<file path="src/rtl/ecc_op_controller.sv">
// ---------------------------------------------------------------------------
// ecc_op_controller
//
// APB-programmed sequencer for an external ECC encoder/decoder core.
// Software loads DATA_IN, CODEWORD_WIDTH and NOISE, then writes CTRL to start
// an operation. The controller freezes the operands onto the core_* outputs,
// pulses core_start, waits for core_valid (bounded by TIMEOUT_CYCLES), latches
// the result and pulses operation_done.
//
// Ports
//   clk                 : clock, all logic on the rising edge
//   rst                 : asynchronous reset, active low
//   PSEL/PENABLE/PWRITE : APB control
//   PADDR/PWDATA/PRDATA : APB address, write data, combinational read data
//   core_start          : one-cycle launch pulse to the core
//   core_ctrl           : operation (0 encode, 1 decode, 2 full channel)
//   core_codeword_width : codeword width select
//   core_data_in        : operand data
//   core_noise          : noise pattern
//   core_valid          : core result strobe
//   core_data_out       : core result data
//   core_num_of_errors  : core error count
//   data_out            : latched result data (0 on timeout)
//   num_of_errors       : latched error count (3 on timeout, 0 for encode)
//   operation_done      : one-cycle completion pulse
//   busy                : high whenever an operation is in flight
//
// Register map (PADDR[4:0]):
//   0x00 CTRL[1:0]  0x04 DATA_IN  0x08 CODEWORD_WIDTH[1:0]  0x0C NOISE
//   0x10 STATUS (read-only) {busy, num_of_errors}
// ---------------------------------------------------------------------------
module ecc_op_controller #(
  parameter int AMBA_ADDR_WIDTH = 32,
  parameter int AMBA_WORD       = 32,
  parameter int TIMEOUT_CYCLES  = 15
) (
  input  logic                       clk,
  input  logic                       rst,
  input  logic                       PSEL,
  input  logic                       PENABLE,
  input  logic                       PWRITE,
  input  logic [AMBA_ADDR_WIDTH-1:0] PADDR,
  input  logic [AMBA_WORD-1:0]       PWDATA,
  output logic [AMBA_WORD-1:0]       PRDATA,
  output logic                       core_start,
  output logic [1:0]                 core_ctrl,
  output logic [1:0]                 core_codeword_width,
  output logic [AMBA_WORD-1:0]       core_data_in,
  output logic [AMBA_WORD-1:0]       core_noise,
  input  logic                       core_valid,
  input  logic [AMBA_WORD-1:0]       core_data_out,
  input  logic [1:0]                 core_num_of_errors,
  output logic [AMBA_WORD-1:0]       data_out,
  output logic [1:0]                 num_of_errors,
  output logic                       operation_done,
  output logic                       busy
);

  typedef enum logic [1:0] {
    ST_IDLE   = 2'd0,
    ST_LAUNCH = 2'd1,
    ST_WAIT   = 2'd2,
    ST_DONE   = 2'd3
  } state_t;

  localparam logic [4:0] ADDR_CTRL   = 5'h00;
  localparam logic [4:0] ADDR_DATA   = 5'h04;
  localparam logic [4:0] ADDR_CWW    = 5'h08;
  localparam logic [4:0] ADDR_NOISE  = 5'h0C;
  localparam logic [4:0] ADDR_STATUS = 5'h10;
  localparam logic [7:0] TIMEOUT_VAL = 8'(TIMEOUT_CYCLES);

  state_t                 r_state;
  state_t                 w_state_next;

  logic [1:0]             r_ctrl;
  logic [AMBA_WORD-1:0]   r_data_in;
  logic [1:0]             r_cw_width;
  logic [AMBA_WORD-1:0]   r_noise;

  logic [1:0]             r_core_ctrl;
  logic [1:0]             r_core_cw_width;
  logic [AMBA_WORD-1:0]   r_core_data_in;
  logic [AMBA_WORD-1:0]   r_core_noise;

  logic [AMBA_WORD-1:0]   r_data_out;
  logic [1:0]             r_num_err;
  logic [7:0]             r_cnt;

  logic [4:0]             w_addr;
  logic                   w_busy;
  logic                   w_wr;
  logic                   w_launch;
  logic                   w_timeout;
  logic                   w_unused_addr;

  // Only the low five address bits are decoded; upper bits alias.
  assign w_addr        = PADDR[4:0];
  assign w_unused_addr = ^PADDR;

  // Writes are accepted only while idle; anything arriving mid-operation
  // (including the DONE->IDLE cycle) is silently dropped.
  assign w_wr      = PSEL & PENABLE & PWRITE & ~w_busy;
  assign w_launch  = w_wr & (w_addr == ADDR_CTRL) & (PWDATA[1:0] != 2'b11);
  assign w_timeout = (r_cnt == TIMEOUT_VAL);

  // -------------------------------------------------------------------------
  // FSM state register
  // -------------------------------------------------------------------------
  always_ff @(posedge clk or negedge rst) begin
    if (!rst) begin
      r_state <= ST_IDLE;
    end else begin
      r_state <= w_state_next;
    end
  end

  // -------------------------------------------------------------------------
  // FSM next state and state-decoded outputs
  // -------------------------------------------------------------------------
  always_comb begin
    w_state_next   = r_state;
    w_busy         = 1'b1;
    core_start     = 1'b0;
    operation_done = 1'b0;
    case (r_state)
      ST_IDLE: begin
        w_busy = 1'b0;
        if (w_launch) w_state_next = ST_LAUNCH;
      end
      ST_LAUNCH: begin
        core_start   = 1'b1;
        w_state_next = ST_WAIT;
      end
      ST_WAIT: begin
        if (core_valid || w_timeout) w_state_next = ST_DONE;
      end
      ST_DONE: begin
        operation_done = 1'b1;
        w_state_next   = ST_IDLE;
      end
      default: w_state_next = ST_IDLE;
    endcase
  end

  assign busy = w_busy;

  // -------------------------------------------------------------------------
  // Software-visible registers
  // -------------------------------------------------------------------------
  always_ff @(posedge clk or negedge rst) begin
    if (!rst) begin
      r_ctrl     <= '0;
      r_data_in  <= '0;
      r_cw_width <= '0;
      r_noise    <= '0;
    end else if (w_wr) begin
      case (w_addr)
        ADDR_CTRL:  r_ctrl     <= PWDATA[1:0];
        ADDR_DATA:  r_data_in  <= PWDATA;
        ADDR_CWW:   r_cw_width <= PWDATA[1:0];
        ADDR_NOISE: r_noise    <= PWDATA;
        default:    ;
      endcase
    end
  end

  // -------------------------------------------------------------------------
  // Operand snapshot: CTRL comes straight from the bus because it is being
  // written on the very edge that launches the operation.
  // -------------------------------------------------------------------------
  always_ff @(posedge clk or negedge rst) begin
    if (!rst) begin
      r_core_ctrl     <= '0;
      r_core_cw_width <= '0;
      r_core_data_in  <= '0;
      r_core_noise    <= '0;
    end else if (w_launch) begin
      r_core_ctrl     <= PWDATA[1:0];
      r_core_cw_width <= r_cw_width;
      r_core_data_in  <= r_data_in;
      r_core_noise    <= r_noise;
    end
  end

  assign core_ctrl           = r_core_ctrl;
  assign core_codeword_width = r_core_cw_width;
  assign core_data_in        = r_core_data_in;
  assign core_noise          = r_core_noise;

  // -------------------------------------------------------------------------
  // Wait counter and result capture. The counter holds the number of WAIT
  // cycles already spent, so the timeout fires on the (TIMEOUT_CYCLES+1)-th
  // WAIT cycle. core_valid takes priority over a coincident timeout.
  // -------------------------------------------------------------------------
  always_ff @(posedge clk or negedge rst) begin
    if (!rst) begin
      r_cnt      <= '0;
      r_data_out <= '0;
      r_num_err  <= '0;
    end else begin
      case (r_state)
        ST_LAUNCH: r_cnt <= '0;
        ST_WAIT: begin
          if (core_valid) begin
            r_data_out <= core_data_out;
            r_num_err  <= (r_core_ctrl == 2'd0) ? 2'b00 : core_num_of_errors;
          end else if (w_timeout) begin
            r_data_out <= '0;
            r_num_err  <= 2'b11;
          end else begin
            r_cnt <= r_cnt + 8'd1;
          end
        end
        default: ;
      endcase
    end
  end

  assign data_out      = r_data_out;
  assign num_of_errors = r_num_err;

  // -------------------------------------------------------------------------
  // Combinational APB read
  // -------------------------------------------------------------------------
  always_comb begin
    PRDATA = '0;
    if (PSEL && !PWRITE) begin
      case (w_addr)
        ADDR_CTRL:   PRDATA[1:0] = r_ctrl;
        ADDR_DATA:   PRDATA      = r_data_in;
        ADDR_CWW:    PRDATA[1:0] = r_cw_width;
        ADDR_NOISE:  PRDATA      = r_noise;
        ADDR_STATUS: PRDATA[2:0] = {w_busy, r_num_err};
        default:     PRDATA      = '0;
      endcase
    end
  end

endmodule

</file>
<file path="config.mk">
export PLATFORM = sky130hd
export DESIGN_NAME = ecc_op_controller
export DESIGN_NICKNAME = d
export VERILOG_FILES = /design/src/rtl/ecc_op_controller.sv
export SDC_FILE = /design/constraint.sdc
export NUM_CORES = 1
export LEC_CHECK = 0
export ABC_AREA = 1
export CAP_MARGIN = 40
export CORE_MARGIN = 1.5
export CORE_UTILIZATION = 62
export DETAILED_ROUTE_END_ITERATION = 10
export DONT_BUFFER_PORTS = 1
export PLACE_DENSITY = 0.78
export SLEW_MARGIN = 20
export SYNTH_ARGS = -nofsm -noshare
export SYNTH_HDL_FRONTEND = slang
export SYNTH_SLANG_ARGS = --single-unit
</file>
<file path="constraint.sdc">
create_clock -name clk -period 2.3 [get_ports clk]
set_input_delay 0.46 -clock clk [delete_from_list [all_inputs] [get_ports clk]]
set_output_delay 0.46 -clock clk [all_outputs]
set_load 0.05 [all_outputs]
</file>
# ---- Word-level counts from Yosys, hierarchy flattened
# Index checks and enable logic that the tools add are counted.
dict set report word_totals {
  reg_bits 180
  in_bits 104
  output_inout_bits 137
}
dict set report op_classes {
  addsub 1
  eq_ne 13
  mux 18
  bitwise 5
  n_reduce_logical 15
}
# operator count
set ops {}
lappend ops {{$mux W32} 3}
lappend ops {{$pmux W29 S2} 1}
lappend ops {{$mux W8} 2}
lappend ops {{$pmux W8 S2} 1}
lappend ops {{$reduce_and A2 Y1} 6}
lappend ops {{$eq A5 B4 Y1 const B} 2}
lappend ops {{$mux W2} 5}
lappend ops {{$ne A2 B2 Y1 const B} 5}
lappend ops {{$pmux W2 S5} 1}
lappend ops {{$add A8 B1 Y8 const B} 1}
lappend ops {{$eq A8 B4 Y1 const B} 1}
lappend ops {{$pmux W2 S4} 1}
lappend ops {{$and A1 B1 Y1} 5}
lappend ops {{$eq A5 B3 Y1 const B} 1}
lappend ops {{$eq A5 B5 Y1 const B} 1}
lappend ops {{$logic_not A5 Y1} 1}
lappend ops {{$eq A2 B2 Y1 const B} 2}
lappend ops {{$logic_not A2 Y1} 2}
lappend ops {{$reduce_bool A2 Y1} 2}
lappend ops {{$mux W1} 3}
lappend ops {{$pmux W1 S3} 1}
lappend ops {{$reduce_and A3 Y1} 1}
lappend ops {{$eq A2 B1 Y1 const B} 1}
lappend ops {{$logic_and A1 B1 Y1} 1}
lappend ops {{2 further kinds} 2}

# ---- Longest topological paths before layout
dict set report logic_depth {
  word_depth 7
  ltp_mapped 10
  mapped_depth_nobuf 9
}

# ---- Worst setup path before layout
# No wires, ideal clock.
dict set report synth_timing {
  kind {input to output}
  from {in PADDR[3]}
  to {out PRDATA[10]}
  arrival_ps 1878
  required_ps 1840
  setup_slack_ps -38
  cell_stages 7
  n_path_buf 2
  path_cell_list {buf_2 inv_1 nand3_1 inv_2 buf_2 nand2_1 a21oi_1}
}
dict set report synth_via {
  elab_chain_cells 3
  word_cells_on_any_way 4
}
# element line_no
set synth_rtl {}
lappend synth_rtl {{start, declared} 42} ;# input logic [AMBA_ADDR_WIDTH-1:0] PADDR,
lappend synth_rtl {{$eq A5 B4 Y1 / $eq A5 B3 Y1 (equally long branches)} 229} ;# case (w_addr)
lappend synth_rtl {{$pmux W29 S2 (*)} 229}
lappend synth_rtl {{$mux W32 (*)} 228} ;# if (PSEL && !PWRITE) begin
lappend synth_rtl {{end, declared} 44} ;# output logic [AMBA_WORD-1:0] PRDATA,
# Mark *: on every way between the ends. The rest lies on a longest branch, timed or not.

# ---- Worst setup path after layout
dict set report layout_timing {
  from {reg r_state[1]}
  to {out PRDATA[2]}
}
dict set report layout_via {
  elab_chain_cells 4
}
# element line_no
set layout_rtl {}
lappend layout_rtl {{start, declared} 73} ;# state_t r_state;
lappend layout_rtl {{start signal, assigned} 114} ;# r_state <= w_state_next;
lappend layout_rtl {{$logic_not A2 Y1} 126} ;# case (r_state)
lappend layout_rtl {{$mux W1} 126}
lappend layout_rtl {{$pmux W1 S3} 229}
lappend layout_rtl {{$mux W32} 228}
# No other way between the ends.

==> summary.md <==
| Metric | Value |
|---|---|
| Post-synth EDFFs | `0` |
| Via-to-Cell Ratio | `around 5.7` |
| Max Cap Violations | `0` |
| Measured slew at the worst slew-check pin | `0.5740 ns` |
| Die area | `13070 um2` |
| Failing checks | `hold timing` |
| FFs w/ async S/R, synth | `100.0%` |
| HP Class | `in -> async` |
| Grt ovf | `0` |
| P_leak | `4.626 nW` |
| Clk_skew | `between 0.005 and 0.006 ns` |
| Ant. Diodes | `0` |
| Global-route wire length before repair | `30.79 mm` |
| Share of the synthesized area in the top cell type | `58.60%` |
| Clock tree buffer depth | `2` |
| Multi-input logic area | `2850 um2` |
| Num CTS Buffers | `17` |
| Synth Flop Type | `dfrtp_1` |
| Net count, final | `1047` |
| R2r endpoint | `core_noise[20]` |
| Sequential share of the synthesized area | `58.60%` |
| Drt wl/cell | `~17 um` |
| Syn Nets | `1021` |
| Worst path required time | `1.84 ns` |
| # setup viols final | `0` |
| Main area contributors after synthesis | `dfrtp_1, nand2_1, o21ai_0` |
| Post-synthesis cell type count | `23` |
| Synth warn | `0` |
| Initial Util | `63.72%` |
| Worst R2R Setup Slack | `approximately 0.32 ns` |
| Layout filler cell count | `823` |
| Largest net degree at the start of global routing | `181` |
| Synthesized area | `7686 um2` |
| CP Capture Type | `output pin` |
| Ratio of cells with drive above 1 in the final layout | `a little over an eighth` |
| Initial antenna violation count | `0` |
| Vias in the first global route | `around 6400` |
| Die height | `approximately 110 um` |
| Run status | `finished with violations` |
| All-Layer GR Usage | `~31%` |
| Critical Path AT | `1.76 ns` |
| Most common cell on crit path | `inv_1` |
| Delay-heaviest family, CP | `buffers and inverters` |
| Largest area contributor in the netlist | `dfrtp_1` |
| Final hold vios | `180` |
| Clk slew on worst S/H paths | `0.06 ns` |
| CP max FO | `4` |
| Max-Slew Margin vs Limit | `between 60% and 70%` |
| Tot Pwr | `9.402 mW` |
| PD cells | `1018 nW/um2` |
| Area Overhead vs Synth | `20.17%` |
| DP Wirelength | `approximately 13 mm` |
| First drt pass iteration count | `7` |
| Max Clock Freq | `449.7 MHz` |
| Slowest cell on the critical path | `dfrtp_1` |
| Total clock sinks | `between 150 and 200` |
| Synthesis-stage register bit count | `180` |
| Tcrit/Tclk final | `96.68%` |
| CTS root buffer | `clkbuf_16` |
| Worst path max stage delay | `0.42 ns` |
| Post-synth top cells | `nand2_1, dfrtp_1, o21ai_0, inv_1, nand3_1` |
| Fin. max-slew vios | `0` |
| H-tree Lvls | `4` |
| CTS tree | `built` |
| Worst path bufs/invs | `4` |
| I/O Pins | `between 200 and 250` |
| Via count | `6351` |
| Skew-Pair Late Insertion Delay | `approximately 0.43 ns` |
| Post-synthesis average cell area | `8.428 um2` |
| Worst R2R Start | `r_state[1]` |
| Total wire length | `a little under 20 mm` |
| Cell row count | `40` |
| Placer Congestion | `0.8158` |
| DRC viols | `0` |
| Peak supply drop | `0.9632 mV` |
| Fin crit period | `2.224 ns` |
| Detailed Route Iter0 Violations | `693` |
| IO Port Bufs | `0` |
| Most frequent cell after synthesis | `nand2_1` |
| Die X | `around 110 um` |
| ANT nets after route | `0` |
| Post-synthesis cell count | `912` |
| Worst hold slack | `-0.2720 ns` |
| Core area | `12060 um2` |
| Crit path cell chain | `inv_1, ha_1, inv_2, nand2_1, o21ai_0, o21ai_1, inv_1, buf_12` |
| Cell depth of the worst flop-to-flop path | `8` |
| Storage element area | `around 4500 um2` |
| WS Path Type | `reg -> out` |
| Startpoint Class | `flip-flop` |
==> metrics by stage <==
stage / util [%] / cells / worst slack, ns / setup TNS [ns] / area (um2)
6_report: 76.58 / 1119 / 0.07631 / 0 / 9236
5_1_grt: 76.58 / 1119 / -0.002795 / -0.002795 / 9236
4_1_cts: 76.18 / 1115 / 0.04709 / 0 / 9189
3_5_place_dp: 71.28 / 1083 / 0.2816 / 0 / 8597
3_3_place_gp: 71.28 / 1083 / 0.2967 / 0 / 8597
2_1_floorplan: - / 912 / 0.05224 / 0 / 7795
==> area by class of cell <==
class	instances	share of cell area (%)
Clock buffer	19	4.687
Timing Repair Buffer	58	9.374
Inverter	57	2.316
Tap cell	168	2.276
Sequential cell	180	48.77
Multi-Input combinational cell	624	30.86
Clock inverter	13	1.720
==> worst reg2reg max path, stage by stage, from the launching register on <==
cell and delay (ns):
dfrtp_1 0.42, inv_1 0.10, ha_1 0.18, inv_2 0.09, nor2_2 0.26, nand3_4 0.22, buf_4 0.34, nand2_1 0.14
o21ai_0 0.10
==> where the power goes <==
group | switching [mW] | internal [mW] | total (mW)
clock | 1.20 | 1.70 | 2.90
combinational | 0.855 | 0.439 | 1.29
sequential | 1.54 | 3.66 | 5.21
total | 3.59 | 5.81 | 9.40
==> metal layers <==
metal  part of all wire, %  track usage (%)
met5                     0                0
met4                   3.6            15.92
met3                   9.8            10.22
met2                    49            50.76
met1                    37            36.10
==> cells by family (layout without fill, tap and decap cells) <==
family | Yosys count | after routing | share of synthesized area, %
AND/OR/NAND/NOR | 502 | 502 | 26.81
flip-flops | 180 | 180 | 58.60
buffers and inverters | 108 | 147 | 5.893
XOR/XNOR | 4 | 4 | 0.4559
AO/OA/AOI/OAI | 113 | 113 | 7.423
adder cells (fa/ha/maj) | 5 | 5 | 0.8139
==> timing repair <==
item,in CTS,in global routing
resized for setup,2,0
setup endpoints to repair,1,1
hold endpoints to repair,180,180
buffers inserted,0,3
pin swaps,0,0
==> worst max-delay path by stage <==
stage / from / endpoint / slack [ns] / cells after the start
final: r_state[1] / PRDATA[2] / 0.08 / 8
after global routing: r_state[0] / PRDATA[2] / -0.003 / 8
after CTS: r_state[0] / PRDATA[2] / 0.05 / 8
after detailed placement: r_state[0] / core_noise[22] / 0.28 / 8
after global placement: PADDR[1] / PRDATA[0] / 0.30 / 7
after floorplan: PADDR[2] / PRDATA[1] / 0.05 / 7
==> placed cells by master, fill, tap and decap left out <==
cell type / synthesis / layout
nand2_1: 390 / 390
dfrtp_1: 180 / 180
o21ai_0: 66 / 65
inv_1: 55 / 53
nand3_1: 42 / 41
nand4_1: 34 / 34
buf_12: 0 / 33
nor2_1: 30 / 30
a21oi_2: 0 / 29
buf_4: 1 / 24
clkbuf_16: 0 / 18
o21ai_1: 8 / 9
a21oi_1: 37 / 8
clkinvlp_4: 0 / 6
ha_1: 5 / 5
inv_2: 1 / 3
clkinv_2: 0 / 3
bufinv_16: 0 / 3
nor2_4: 2 / 2
nor2_2: 2 / 2
a22oi_1: 2 / 2
xor2_1: 2 / 2
xnor2_1: 2 / 2
clkbuf_1: 30 / 2
nand3_2: 1 / 1
nor3_4: 1 / 1
nand3_4: 0 / 1
clkinv_1: 1 / 1
inv_6: 0 / 1
==> flip-flops by register name, summed over array words and instances, names as in the netlist, 8 cells and up <==
register      flops
r_cnt             8
data_out         32
core_data_in     32
r_noise          32
r_data_in        32
core_noise       32
(Power assumes the default switching activity.)
